File: config.mk
export PLATFORM = sky130hd
export DESIGN_NAME = dense_output_streamer
export DESIGN_NICKNAME = d
export VERILOG_FILES = /design/src/rtl/dense_output_streamer.sv
export SDC_FILE = /design/constraint.sdc
export NUM_CORES = 1
export LEC_CHECK = 0
export BUFFER_PORTS_ARGS = -buffer_cell sky130_fd_sc_hd__buf_2
export CAP_MARGIN = 20
export CORE_MARGIN = 5
export CORE_UTILIZATION = 25
export CTS_BUF_LIST = sky130_fd_sc_hd__clkbuf_8
export DETAILED_ROUTE_END_ITERATION = 10
export PLACE_DENSITY = 0.48
export SYNTH_ARGS = -nofsm -noshare
export SYNTH_HDL_FRONTEND = slang
export SYNTH_SLANG_ARGS = --single-unit
File: constraint.sdc
create_clock -name clk -period 1.8 [get_ports clk]
set_input_delay 0.09 -clock clk [delete_from_list [all_inputs] [get_ports clk]]
set_output_delay 0.09 -clock clk [all_outputs]
set_load 0.005 [all_outputs]
File: src/rtl/dense_output_streamer.sv
// dense_output_streamer: buffers dense-layer results by address and streams them out as one AXI4-Stream frame.
// Optional DENSE_OUT_ARGMAX_EN appends a beat carrying the index of the largest signed word.
module dense_output_streamer #(
  parameter int OUT_COUNT = 10,
  parameter int DATA_SIZE = 32
) (
  input  logic                         clk,
  input  logic                         rst,
  input  logic                         bufferOut_we,
  input  logic [$clog2(OUT_COUNT)-1:0] bufferOut_adr,
  input  logic [DATA_SIZE-1:0]         bufferOut_data,
  input  logic                         start,
  output logic                         busy,
  output logic                         overrun,
  output logic                         done,
  output logic [DATA_SIZE-1:0]         m_axis_tdata,
  output logic                         m_axis_tvalid,
  input  logic                         m_axis_tready,
  output logic                         m_axis_tlast
);
  localparam int AW = $clog2(OUT_COUNT);
  localparam logic [AW-1:0] LAST = AW'(OUT_COUNT - 1);
  typedef enum logic [1:0] {
    IDLE,
    SEND
`ifdef DENSE_OUT_ARGMAX_EN
    , SEND_IDX
`endif
  } state_t;
  state_t state_q, state_d;
  logic [DATA_SIZE-1:0] mem_q [OUT_COUNT];
  logic [DATA_SIZE-1:0] mem_d [OUT_COUNT];
  logic [AW-1:0] rd_ptr_q, rd_ptr_d;
  logic overrun_q, overrun_d, done_q, done_d;
  logic xfer, last_data;
  assign busy = state_q != IDLE;
  assign overrun = overrun_q;
  assign done = done_q;
  assign m_axis_tvalid = busy;
  assign xfer = m_axis_tvalid & m_axis_tready;
  assign last_data = state_q == SEND && rd_ptr_q == LAST;
`ifdef DENSE_OUT_ARGMAX_EN
  logic signed [DATA_SIZE-1:0] max_q, max_d;
  logic [AW-1:0] idx_q, idx_d;
  assign m_axis_tdata = state_q == SEND_IDX ? {{(DATA_SIZE-AW){1'b0}}, idx_q} :
                        state_q == SEND ? mem_q[rd_ptr_q] : '0;
  assign m_axis_tlast = state_q == SEND_IDX;
  // Strictly-greater update keeps the lower index on ties.
  always_comb begin
    max_d = max_q;
    idx_d = idx_q;
    if (state_q == IDLE && start) begin
      max_d = {1'b1, {(DATA_SIZE-1){1'b0}}};
      idx_d = '0;
    end else if (state_q == SEND && xfer && $signed(mem_q[rd_ptr_q]) > max_q) begin
      max_d = $signed(mem_q[rd_ptr_q]);
      idx_d = rd_ptr_q;
    end
  end
  always_ff @(posedge clk) begin
    if (rst) begin
      max_q <= '0;
      idx_q <= '0;
    end else begin
      max_q <= max_d;
      idx_q <= idx_d;
    end
  end
`else
  assign m_axis_tdata = busy ? mem_q[rd_ptr_q] : '0;
  assign m_axis_tlast = last_data;
`endif
  always_comb begin
    state_d = state_q;
    rd_ptr_d = rd_ptr_q;
    overrun_d = overrun_q;
    done_d = 1'b0;
    mem_d = mem_q;
    if (state_q == IDLE) begin
      if (bufferOut_we && int'(bufferOut_adr) < OUT_COUNT) mem_d[bufferOut_adr] = bufferOut_data;
      if (start) begin
        state_d = SEND;
        rd_ptr_d = '0;
        overrun_d = 1'b0;
      end
    end else begin
      if (bufferOut_we) overrun_d = 1'b1;
      if (xfer) begin
        if (state_q == SEND && !last_data) rd_ptr_d = rd_ptr_q + AW'(1);
`ifdef DENSE_OUT_ARGMAX_EN
        else if (last_data) state_d = SEND_IDX;
`endif
        else begin
          state_d = IDLE;
          rd_ptr_d = '0;
          done_d = 1'b1;
        end
      end
    end
  end
  always_ff @(posedge clk) begin
    if (rst) begin
      state_q <= IDLE;
      rd_ptr_q <= '0;
      overrun_q <= 1'b0;
      done_q <= 1'b0;
      mem_q <= '{default: '0};
    end else begin
      state_q <= state_d;
      rd_ptr_q <= rd_ptr_d;
      overrun_q <= overrun_d;
      done_q <= done_d;
      mem_q <= mem_d;
    end
  end
endmodule

Word-level counts from Yosys, hierarchy flattened
Cells that the tools add are included.
- register bits: 328
- input bits: 41
- output and inout bits: 37
- add/sub/neg operators: 1
- $lt $le $gt $ge: 4
- equal/unequal tests: 4
- multiplexer cells: 19
- bitwise gates (word level): 4
- reduce and logical (&&, ||, !) cells: 14
- operators with widths (cell ; count):
    $bwmux W320 ; 1
    $bmux W32 S4 ; 1
    $demux W32 S4 ; 1
    $mux W32 ; 4
    $mux W4 ; 4
    $ge A5 B5 Y1 const B ; 2
    $not A4 Y5 ; 2
    $mux W2 ; 4
    $reduce_and A2 Y1 ; 3
    $reduce_bool A2 Y1 ; 3
    $lt A5 B1 Y1 const B ; 1
    $add A4 B1 Y4 const B ; 1
    $eq A4 B4 Y1 const B ; 1
    $logic_and A1 B1 Y1 ; 4
    $lt A4 B4 Y1 const B ; 1
    $mux W1 ; 4
    $ne A2 B2 Y1 const B ; 2
    $reduce_and A3 Y1 ; 1
    $reduce_or A3 Y1 ; 1
    $eq A2 B1 Y1 const B ; 1
    $logic_not A2 Y1 ; 1
    $and A1 B1 Y1 ; 1
    $logic_not A1 Y1 ; 1
    $not A1 Y1 ; 1

Logic depth before layout (Yosys ltp)
Gate-level depths: netlist of run 1.
- depth in word-level cells: 7
- depth in mapped cells: 7
- depth with buffers taken out: 5

Least setup slack after synthesis of run 1
No wires, ideal clock.
- kind: register -> output
- start point: reg rd_ptr_q[1]
- end point: out m_axis_tdata[25]
- arrival time: 1.574 ns
- required time: 1.710 ns
- path slack: 0.136 ns
- cell stages (with the launch flop): 6
- path buffers: 2
- cells stage by stage: dfxtp_1 > buf_4 > buf_2 > mux4_2 > a211oi_1 > a211oi_1
- cells in the longest elaborated chain, start to end: 5
- RTL lines (element ; RTL line ; RTL):
    start: declaration ; 33 ; logic [AW-1:0] rd_ptr_q, rd_ptr_d;
    start signal: assignment ; 110 ; rd_ptr_q <= rd_ptr_d;
    $not A4 Y5 (implied by the code) ; 70 ; assign m_axis_tdata = busy ? mem_q[rd_ptr_q] : '0;
    $bmux W32 S4 ; 70 ;
    $mux W32 (implied by the code) (2 in a row) ; 70 ;
    $mux W32 ; 70 ;
    end: declaration ; 16 ; output logic [DATA_SIZE-1:0] m_axis_tdata,
Every way passes these cells. The select of a mux whose other input is x is not followed.

Worst setup path in the final report of run 1
- start point: reg rd_ptr_q[1]
- end point: out m_axis_tdata[19]
The elaborated chain is that of the path after synthesis.

==> summary.md, run 1 <==
| Metric | Value |
|---|---|
| Status | `complete, but fails checks` |
| Failing checks | `setup timing` |
| Root buffer cell | `clkbuf_8` |
| Setup slack after layout | `-0.663 ns` |
| Post-synthesis sequential area ratio | `0.423` |
| Worst Path Max Fanout | `7` |
| Clock transition at path regs | `0.06 ns` |
| Synth warn | `0` |
| Pre-antenna DRT Iters | `5` |
| FMAX | `406 MHz` |
| Slew @ Worst Pin | `0.468 ns` |
| Gr ovfl total | `0` |
| Fin crit share | `1.37` |
| Residual DRC | `0` |
| PortBufs | `77` |
| Synth cell count leaders | `327 x dfxtp_1, 323 x a21oi_1, 321 x nand3_1, 278 x o21ai_0, 186 x clkbuf_1` |
| Post-placement cell count | `2580` |
| PwrDens | `821 nW/um^2` |
| R2R depth | `6` |
| Die height | `259 um` |
| Max-Slew Margin vs Limit | `0.679` |
| Vias in the first global route | `14600` |
| Worst hold stages | `4` |
| Crit-path leading delay family | `buffers and inverters` |
| Clock skew | `0.0232 ns` |
| DIE AREA | `66900 sq um` |
| Core area | `61500 sq um` |
| Total design power | `15.8 mW` |
| Unique masters post-synth | `39` |
| Buffers & Inverters on Critical Path | `5` |
| Count leader, synth | `dfxtp_1` |
| Detail Placement HPWL | `32300 um` |
| Final Hold Fails | `0` |
| Non-Filler Instances | `2729` |
| Initial antenna violation count | `3` |
| Placed Area | `17400 sq um` |
| CP max stage cell | `dfxtp_4` |
| Via/cell ratio | `5.44` |
| Syn nets | `1888` |
| Syn Inst Count | `1845` |
| Worst-Skew Late Latency | `0.61 ns` |
| Number of synthesized flops with an enable pin | `0` |
| Area contributors post-synth | `dfxtp_1 42%, a21oi_1 10%, nand3_1 10%` |
| DRT Wirelength | `58100 um` |
| Flops & latches, synth | `327` |
| Setup crit start kind | `flip-flop` |
| Cell Area, Synth | `15500 sq um` |
| CTS Buffer Depth | `3` |
| CP required | `1.71 ns` |
| WS Path Type | `reg -> out` |
| Synth area leader | `dfxtp_1` |
| Final setup TNS | `-19.92 ns` |
| Most frequent CP cell | `buf_4` |
| IO Count | `78` |
| FP Rows | `91` |
| RSZ-0062 raised after global routing | `true` |
| Min Tclk post-route | `2.46 ns` |
| Largest net degree at the start of global routing | `81` |
| Share of cells above drive strength 1 | `0.212` |
| Max stage delay on crit path | `0.43 ns` |
| Place WS | `-0.163 ns` |
| DRT iter0 DRCs | `1592` |
| Antenna Nets Post-Route | `0` |
| Htree depth | `2` |
| Routed WL per cell | `21.3 um` |
| # nets final | `1940` |
| Worst min-delay path class | `in -> reg` |
| Asr flop ratio synth | `0` |
| Primary FF master, synth | `dfxtp_1` |
| Vias | `14900` |
| Syn Area/Cell | `8.38 sq um` |
| Starting Density | `0.252` |
| CP Depth | `8` |
| Gpl congestion | `0.756` |
| Synthesis-to-layout area growth | `24.8%` |
| Finished Cell Area | `19300 sq um` |
| Inserted Clock Buffers | `54` |
| P_leak | `6.21 nW` |
| Yosys top cell area share | `0.423` |
| Peak supply drop | `0.494 mV` |
| Total GRT Usage | `0.165` |
| Crit path arrival time | `2.37 ns` |
| Critical Path End Type | `primary output` |
| CTS tree | `yes` |
| Slew Limit Fails | `0` |
| Final Setup Violations | `33` |
| First-pass GRT wire length | `88700 um` |
| Max Cap Viol | `0` |
| Critical path, cell by cell | `buf_4, nor2b_4, buf_12, buf_4, a221o_1, a211oi_2, buf_4, buf_2` |
| Die W | `259 um` |
| Num Clock Sinks | `327` |
==> through the flow <==
| step | hold WS (ns) | utilization |
|---|---|---|
| finish | 0.0488 | 0.314 |
| global route | 0.0539 | 0.314 |
| CTS | 0.0225 | 0.311 |
| detailed placement | 0.403 | 0.283 |
| global placement | 0.405 | 0.283 |
| floorplan | 0.258 | - |
==> registers in the layout, indices dropped and copies added (netlist names) <==
name	flops
overrun	1
state_q	1
mem_q	320
rd_ptr_q	4
done	1
==> routing by layer <==
metal,GRT usage,share of wire,vias to the layer above
met1,0.227,0.44,7352
met4,0.0381,0.018,0
met3,0.0322,0.075,87
li1,-,-,6869
met5,0,0,-
met2,0.267,0.47,550
==> cells by family after synthesis <==
logic type,Yosys count,synth area share
buffers and inverters,261,0.0749
adder cells (fa/ha/maj),2,0.00162
AND/OR/NAND/NOR,381,0.125
multiplexers,129,0.112
XOR/XNOR,1,0.000566
flip-flops,327,0.423
AO/OA/AOI/OAI,744,0.262
==> tightest hold or removal path, cell delays in order <==
cell,delay (ns)
buf_2,0.21
nor2_4,0.15
nand3_1,0.11
a21oi_1,0.05
==> final timing paths <==
check	start	endpoint	slack, ns
setup reg to reg	state_q[0]	mem_q[315]	0.12
setup / recovery	rd_ptr_q[1]	m_axis_tdata[19]	-0.66
hold / removal	bufferOut_adr[3]	mem_q[201]	0.05
hold reg to reg	mem_q[151]	mem_q[151]	0.47
==> area by class of cell <==
type / instances / area [sq um]
flip-flops and latches: 327 / 6560
clock inverters: 27 / 164
clock buffers: 68 / 936
repair buffers: 253 / 2570
inverters: 4 / 15.0
fillers: 6416 / 42200
well taps: 790 / 988
multi-input cells: 1257 / 8060
diodes: 3 / 7.51
==> repair_timing <==
action | CTS | global route
endpoints found under the hold margin | 327 | 0
setup buffers | 4 | 10
gates cloned | 0 | 1
pin swaps | 1 | 7
hold buffers | 36 | 0
setup endpoints to repair | 33 | 36
gates resized for setup | 36 | 20
==> cell usage in the layout, fill, tap and decap left out, types with 8 or more instances in the layout <==
master	netlist	layout
o21ai_0	278	278
dfxtp_1	327	323
buf_4	16	75
buf_6	9	8
dlygate4sd3_1	0	36
buf_12	0	54
mux4_2	32	32
buf_2	40	75
nand2_1	34	34
inv_1	4	27
a211oi_1	64	27
a211oi_2	0	37
clkbuf_8	0	68
a221o_1	32	32
mux2i_1	65	65
o21ai_1	43	43
nand3_1	321	321
mux2_2	32	31
a21oi_1	323	323
==> power breakdown <==
part           total (mW)  internal [mW]  leakage [nW]  switching [mW]
clock network        6.81           3.66         0.648            3.15
logic                1.69          0.602          2.92            1.09
registers            7.35           7.31          2.64          0.0386
Power figures use the tool's default switching activity.
==> run 2, diff against run 1 <==
--- a/config.mk
+++ b/config.mk
@@ -12,6 +12,7 @@
 export CTS_BUF_LIST = sky130_fd_sc_hd__clkbuf_8
 export DETAILED_ROUTE_END_ITERATION = 10
 export PLACE_DENSITY = 0.48
+export SKIP_LAST_GASP = 1
 export SYNTH_ARGS = -nofsm -noshare
 export SYNTH_HDL_FRONTEND = slang
 export SYNTH_SLANG_ARGS = --single-unit
==> run 2 against run 1 <==
Net effect:
- the run still ends with setup timing left
- worst hold slack improved by 0.0088 ns
- critical path depth fell by 1
- sequential power barely moved
- utilization fell by 0.14 points
- first-iteration DRC count fell by 5.3%
- via count fell by 0.46%
- sequential share of layout area rose by 0.16 points
- highest routed layer unchanged
- global-route usage barely moved
- non-clock buffer count fell by 6
==> summary.md, run 2 (synthesis results as in run 1) <==
| Metric | Value |
|---|---|
| FMAX | `405 MHz (was 406 MHz)` |
| Most frequent cells in the layout | `323 x a21oi_1, 323 x dfxtp_1, 321 x nand3_1 (unchanged)` |
| Setup crit start kind | `flip-flop (unchanged)` |
| Antenna Nets Post-Route | `0 (unchanged)` |
| Worst Path Max Fanout | `17 (was 7)` |
| Starting Density | `0.252 (unchanged)` |
| CTS tree | `yes (unchanged)` |
| Worst min-delay path class | `in -> reg (unchanged)` |
| P_leak | `6.17 nW (was 6.21 nW)` |
| Routed WL per cell | `21.3 um (about the same)` |
| Share of cells above drive strength 1 | `0.208 (was 0.212)` |
| Pre-antenna DRT Iters | `5 (unchanged)` |
| Residual DRC | `0 (unchanged)` |
| Post-placement cell count | `2580 (unchanged)` |
| Finished Cell Area | `19200 sq um (was 19300 sq um)` |
| Fin crit share | `1.37 (about the same)` |
| Final Setup Violations | `33 (unchanged)` |
| Largest net degree at the start of global routing | `81 (unchanged)` |
| Peak supply drop | `0.493 mV (was 0.494 mV)` |
| Die W | `259 um (unchanged)` |
| CTS Buffer Depth | `3 (unchanged)` |
| R2R Setup Slk | `0.15 ns (was 0.12 ns)` |
| FP Rows | `91 (unchanged)` |
| Failing checks | `setup timing (unchanged)` |
| Total GRT Usage | `0.164 (was 0.165)` |
| Final Hold Fails | `0 (unchanged)` |
| Initial antenna violation count | `3 (unchanged)` |
| Max stage delay on crit path | `0.36 ns (was 0.43 ns)` |
| Detail Placement HPWL | `32300 um (unchanged)` |
| First-pass GRT wire length | `88600 um (was 88700 um)` |
| Max Cap Viol | `0 (unchanged)` |
| Root buffer cell | `clkbuf_8 (unchanged)` |
| # nets final | `1934 (was 1940)` |
| Num Clock Sinks | `327 (unchanged)` |
| Via/cell ratio | `5.43 (was 5.44)` |
| Slew @ Worst Pin | `0.652 ns (was 0.468 ns)` |
| Vias in the first global route | `14600 (about the same)` |
| Setup slack after layout | `-0.669 ns (was -0.663 ns)` |
| Placed Area | `17400 sq um (unchanged)` |
| CP required | `1.71 ns (about the same)` |
| Largest registers | `mem_q: 320 flops, rd_ptr_q: 4 flops (unchanged)` |
| Slew Limit Fails | `0 (unchanged)` |
| Clock skew | `0.0252 ns (was 0.0232 ns)` |
| Crit-path leading delay family | `buffers and inverters (unchanged)` |
| Max-Slew Margin vs Limit | `0.565 (was 0.679)` |
| Critical Path End Type | `primary output (unchanged)` |
| Most flop-heavy register | `mem_q (unchanged)` |
| Status | `complete, but fails checks (unchanged)` |
| PwrDens | `824 nW/um^2 (was 821 nW/um^2)` |
| Most frequent CP cell | `buf_4 (unchanged)` |
| Max FFs per register | `320 (unchanged)` |
| Vias | `14800 (was 14900)` |
| Min Tclk post-route | `2.47 ns (was 2.46 ns)` |
| PortBufs | `77 (unchanged)` |
| IO Count | `78 (unchanged)` |
| Buffers & Inverters on Critical Path | `4 (was 5)` |
| # fillers | `6425 (was 6416)` |
| CP max stage cell | `dfxtp_4 (unchanged)` |
| Gr ovfl total | `0 (unchanged)` |
| Non-Filler Instances | `2723 (was 2729)` |
| Crit path arrival time | `2.38 ns (was 2.37 ns)` |
| Worst-Skew Late Latency | `0.61 ns (about the same)` |
| DRT Wirelength | `58100 um (about the same)` |
| DIE AREA | `66900 sq um (unchanged)` |
| Gpl congestion | `0.756 (unchanged)` |
| Critical path, cell by cell | `buf_12, buf_4, mux2i_1, a221o_1, a211oi_2, buf_4, buf_2 (was buf_4, nor2b_4, buf_12, buf_4, a221o_1, a211oi_2, buf_4, buf_2)` |
| Die height | `259 um (unchanged)` |
| Core area | `61500 sq um (unchanged)` |
| RSZ-0062 raised after global routing | `true (unchanged)` |
| Synthesis-to-layout area growth | `24.2% (was 24.8%)` |
| Clock transition at path regs | `0.06 ns (about the same)` |
| DRT iter0 DRCs | `1507 (was 1592)` |
| Total design power | `15.8 mW (about the same)` |
| Htree depth | `2 (unchanged)` |
| WS Path Type | `reg -> out (unchanged)` |
| Inserted Clock Buffers | `54 (unchanged)` |
## run 2: changes by cell type in the layout (fill, tap and decap cells not counted), sizes merged
cell,previous run,this run
buf,216,209
clkbuf,69,70
## run 2: power breakdown
part / switching (mW) / internal [mW]
clock: 3.14 / 3.66
combinational: 1.09 / 0.598
sequential: 0.0384 / 7.31
## run 2: worst reg2reg max path: cells and delay by family, from the launching register on
family,cells,cell delay [ns]
buf+inv,3,0.65
compound gates,1,0.14
flops,1,0.32
simple gates,2,0.44
## run 2: final cells by class
type                       count  area, sq um  area share
multi-input combinational   1257         8050       0.419
sequential                   327         6560       0.341
timing repair buffer         247         2500       0.130
clock inverter                27          164     0.00853
tap                          790          988      0.0515
inverter                       4         15.0    0.000782
clock buffer                  68          936      0.0487
antenna                        3         7.51    0.000391
## run 2: repair_timing
| item | in CTS | in global routing |
|---|---|---|
| buffers inserted | 4 | 4 |
| pin swaps | 0 | 5 |
| resized for setup | 23 | 22 |
| gates cloned | 0 | 1 |
| hold endpoints to repair | 327 | 0 |
| setup endpoints to repair | 33 | 36 |
| hold buffers | 36 | 0 |
## run 2: per-stage QoR
step	TNS [ns]	hold slack (ns)	setup slack, ns	util
3_5_place_dp	-1.44	0.403	-0.163	0.283
6_report	-20.34	0.0577	-0.669	0.312
3_3_place_gp	-1.28	0.405	-0.164	0.283
2_1_floorplan	0	0.258	0.136	-
5_1_grt	-23.31	0.0539	-0.747	0.312
4_1_cts	-21.93	0.0225	-0.703	0.310
## run 2: final timing paths
path                         start               end  cells after the start
hold / removal    bufferOut_adr[3]        mem_q[201]                      4
hold reg to reg         mem_q[312]        mem_q[312]                      2
setup reg to reg        state_q[0]        mem_q[296]                      6
setup / recovery       rd_ptr_q[0]  m_axis_tdata[18]                      7
## run 2: metal layers
| metal | wire (um) | part of all wire | track usage | up-vias |
|---|---|---|---|---|
| met4 | 1100 | 0.019 | 0.0394 | 0 |
| met3 | 4030 | 0.069 | 0.0309 | 95 |
| met1 | 25900 | 0.45 | 0.228 | 7329 |
| met5 | 0 | 0 | 0 | - |
| met2 | 27000 | 0.47 | 0.266 | 511 |
| li1 | - | - | - | 6855 |
==> run 3, diff against run 2 <==
--- a/config.mk
+++ b/config.mk
@@ -9,7 +9,6 @@
 export CAP_MARGIN = 20
 export CORE_MARGIN = 5
 export CORE_UTILIZATION = 25
-export CTS_BUF_LIST = sky130_fd_sc_hd__clkbuf_8
 export DETAILED_ROUTE_END_ITERATION = 10
 export PLACE_DENSITY = 0.48
 export SKIP_LAST_GASP = 1
==> run 3 against run 2 <==
Net effect:
- the run still ends with setup timing left
- critical path type unchanged
- register-to-register slack gained 0.03 ns
- clock power rose by 9.3%
- power is 4.5% higher
- largest power group is now the clock network
- first-iteration DRC count shrank 2.8%
- clock-buffer cell count down 13
- largest cell class unchanged
==> summary.md, run 3 (synthesis results as in run 1) <==
| Metric | Value |
|---|---|
| Vias | `14800 (about the same)` |
| Initial antenna violation count | `2 (was 3)` |
| Largest registers | `mem_q: 320 flops, rd_ptr_q: 4 flops (unchanged)` |
| CP required | `1.71 ns (about the same)` |
| Max-Slew Margin vs Limit | `0.647 (was 0.565)` |
| Setup crit start kind | `flip-flop (unchanged)` |
| Post-placement cell count | `2580 (unchanged)` |
| Most frequent cells in the layout | `323 x a21oi_1, 323 x dfxtp_1, 321 x nand3_1 (unchanged)` |
| Total GRT Usage | `0.164 (about the same)` |
| Place WS | `-0.163 ns (unchanged)` |
| First-pass GRT wire length | `88200 um (was 88600 um)` |
| Synthesis-to-layout area growth | `26.3% (was 24.2%)` |
| Die W | `259 um (unchanged)` |
| Slew @ Worst Pin | `0.529 ns (was 0.652 ns)` |
| Root buffer cell | `clkbuf_16 (was clkbuf_8)` |
| FP Rows | `91 (unchanged)` |
| Share of cells above drive strength 1 | `0.211 (was 0.208)` |
| Final hold slack | `0.134 ns (was 0.0577 ns)` |
| Slew Limit Fails | `0 (unchanged)` |
| Critical path, cell by cell | `buf_12, buf_12, buf_12, mux2i_1, a221o_1, a211oi_1, buf_2 (was buf_12, buf_4, mux2i_1, a221o_1, a211oi_2, buf_4, buf_2)` |
| Most flop-heavy register | `mem_q (unchanged)` |
| PwrDens | `847 nW/um^2 (was 824 nW/um^2)` |
| Worst Path Max Fanout | `10 (was 17)` |
| CP max stage cell | `dfxtp_4 (unchanged)` |
| P_leak | `6.19 nW (was 6.17 nW)` |
| Final Setup Violations | `33 (unchanged)` |
| Inserted Clock Buffers | `36 (was 54)` |
| Peak supply drop | `0.521 mV (was 0.493 mV)` |
| Pre-antenna DRT Iters | `5 (unchanged)` |
| Final Hold Fails | `0 (unchanged)` |
| # fillers | `6371 (was 6425)` |
| Non-Filler Instances | `2701 (was 2723)` |
| DRT iter0 DRCs | `1465 (was 1507)` |
| Setup slack after layout | `-0.600 ns (was -0.669 ns)` |
| FMAX | `417 MHz (was 405 MHz)` |
| Status | `complete, but fails checks (unchanged)` |
| WS Path Type | `reg -> out (unchanged)` |
| PortBufs | `77 (unchanged)` |
| Antenna Nets Post-Route | `0 (unchanged)` |
| Max stage delay on crit path | `0.37 ns (was 0.36 ns)` |
| Final Util | `0.318 (was 0.312)` |
| Hold wc startpoint | `bufferOut_adr[3] (unchanged)` |
| Htree depth | `2 (unchanged)` |
| Total design power | `16.5 mW (was 15.8 mW)` |
| Via/cell ratio | `5.48 (was 5.43)` |
| FF-to-FF Start | `state_q[0] (unchanged)` |
| Critical Path End Type | `primary output (unchanged)` |
| Core area | `61500 sq um (unchanged)` |
| Fin crit share | `1.33 (was 1.37)` |
| CTS Buffer Depth | `3 (unchanged)` |
| Worst min-delay path class | `in -> reg (unchanged)` |
| Residual DRC | `0 (unchanged)` |
| DRT Wirelength | `58200 um (was 58100 um)` |
| Placed Area | `17400 sq um (unchanged)` |
| Largest net degree at the start of global routing | `81 (unchanged)` |
| Crit path launch | `rd_ptr_q[0] (unchanged)` |
| Detail Placement HPWL | `32300 um (unchanged)` |
| Starting Density | `0.252 (unchanged)` |
| Most frequent CP cell | `buf_12 (was buf_4)` |
| Min Tclk post-route | `2.40 ns (was 2.47 ns)` |
| RSZ-0062 raised after global routing | `true (unchanged)` |
| # nets final | `1929 (was 1934)` |
| Die height | `259 um (unchanged)` |
| Finished Cell Area | `19500 sq um (was 19200 sq um)` |
| Failing checks | `setup timing (unchanged)` |
| Worst-Skew Late Latency | `0.53 ns (was 0.61 ns)` |
| Num Clock Sinks | `327 (unchanged)` |
| Crit path arrival time | `2.31 ns (was 2.38 ns)` |
| DIE AREA | `66900 sq um (unchanged)` |
| Routed WL per cell | `21.6 um (was 21.3 um)` |
| Max FFs per register | `320 (unchanged)` |
| Clock transition at path regs | `0.06 ns (about the same)` |
| Clock skew | `0.00821 ns (was 0.0252 ns)` |
| Gpl congestion | `0.756 (unchanged)` |
| Max Cap Viol | `0 (unchanged)` |
| Gr ovfl total | `0 (unchanged)` |
| IO Count | `78 (unchanged)` |
| CTS tree | `yes (unchanged)` |
| Final setup TNS | `-17.37 ns (was -20.34 ns)` |
| Vias in the first global route | `14400 (was 14600)` |
## run 3: changes by cell type in the layout (fill, tap and decap cells not counted), sizes merged
cell	delta
buf	+13
clkbuf	-13
clkinv	+3
diode	-1
inv	-24
## run 3: final timing paths
kind | to | slack, ns | depth (start not counted)
setup / recovery | m_axis_tdata[22] | -0.60 | 7
hold / removal | mem_q[264] | 0.13 | 4
setup reg to reg | mem_q[49] | 0.18 | 6
hold reg to reg | mem_q[253] | 0.47 | 2
## run 3: cell type report
class                   count  area (sq um)  share of cell area
multi-input cells        1257          8140               0.417
well taps                 790           988              0.0506
diodes                      2          5.00            0.000256
clock inverters             6          80.1             0.00410
clock buffers              55          1060              0.0544
repair buffers            260          2680               0.137
inverters                   4          15.0            0.000769
flip-flops and latches    327          6560               0.336
## run 3: power by group
part / switching (mW) / total, mW / internal [mW]
clock network: 3.09 / 7.43 / 4.34
registers: 0.0402 / 7.35 / 7.31
logic: 1.11 / 1.76 / 0.652
total: 4.24 / 16.5 / 12.3
## run 3: worst max-delay path: cells and delay by family, from the launching register on
family,cells,cell delay [ns]
compound gates,2,0.66
buf+inv,4,0.62
mux,1,0.12
flops,1,0.37
## run 3: repair_timing
item | CTS | global route
pin swaps | 0 | 28
gates resized for setup | 25 | 51
hold buffers | 36 | 0
setup endpoints to repair | 33 | 36
hold endpoints to repair | 324 | 0
cloned | 0 | 2
buffers inserted | 6 | 18
## run 3: metal layers
| layer | wire length (um) | GRT usage | vias up |
|---|---|---|---|
| li1 | - | - | 6843 |
| met1 | 26000 | 0.229 | 7337 |
| met2 | 27200 | 0.267 | 520 |
| met3 | 3890 | 0.0262 | 93 |
| met4 | 1130 | 0.0384 | 0 |
| met5 | 0 | 0 | - |
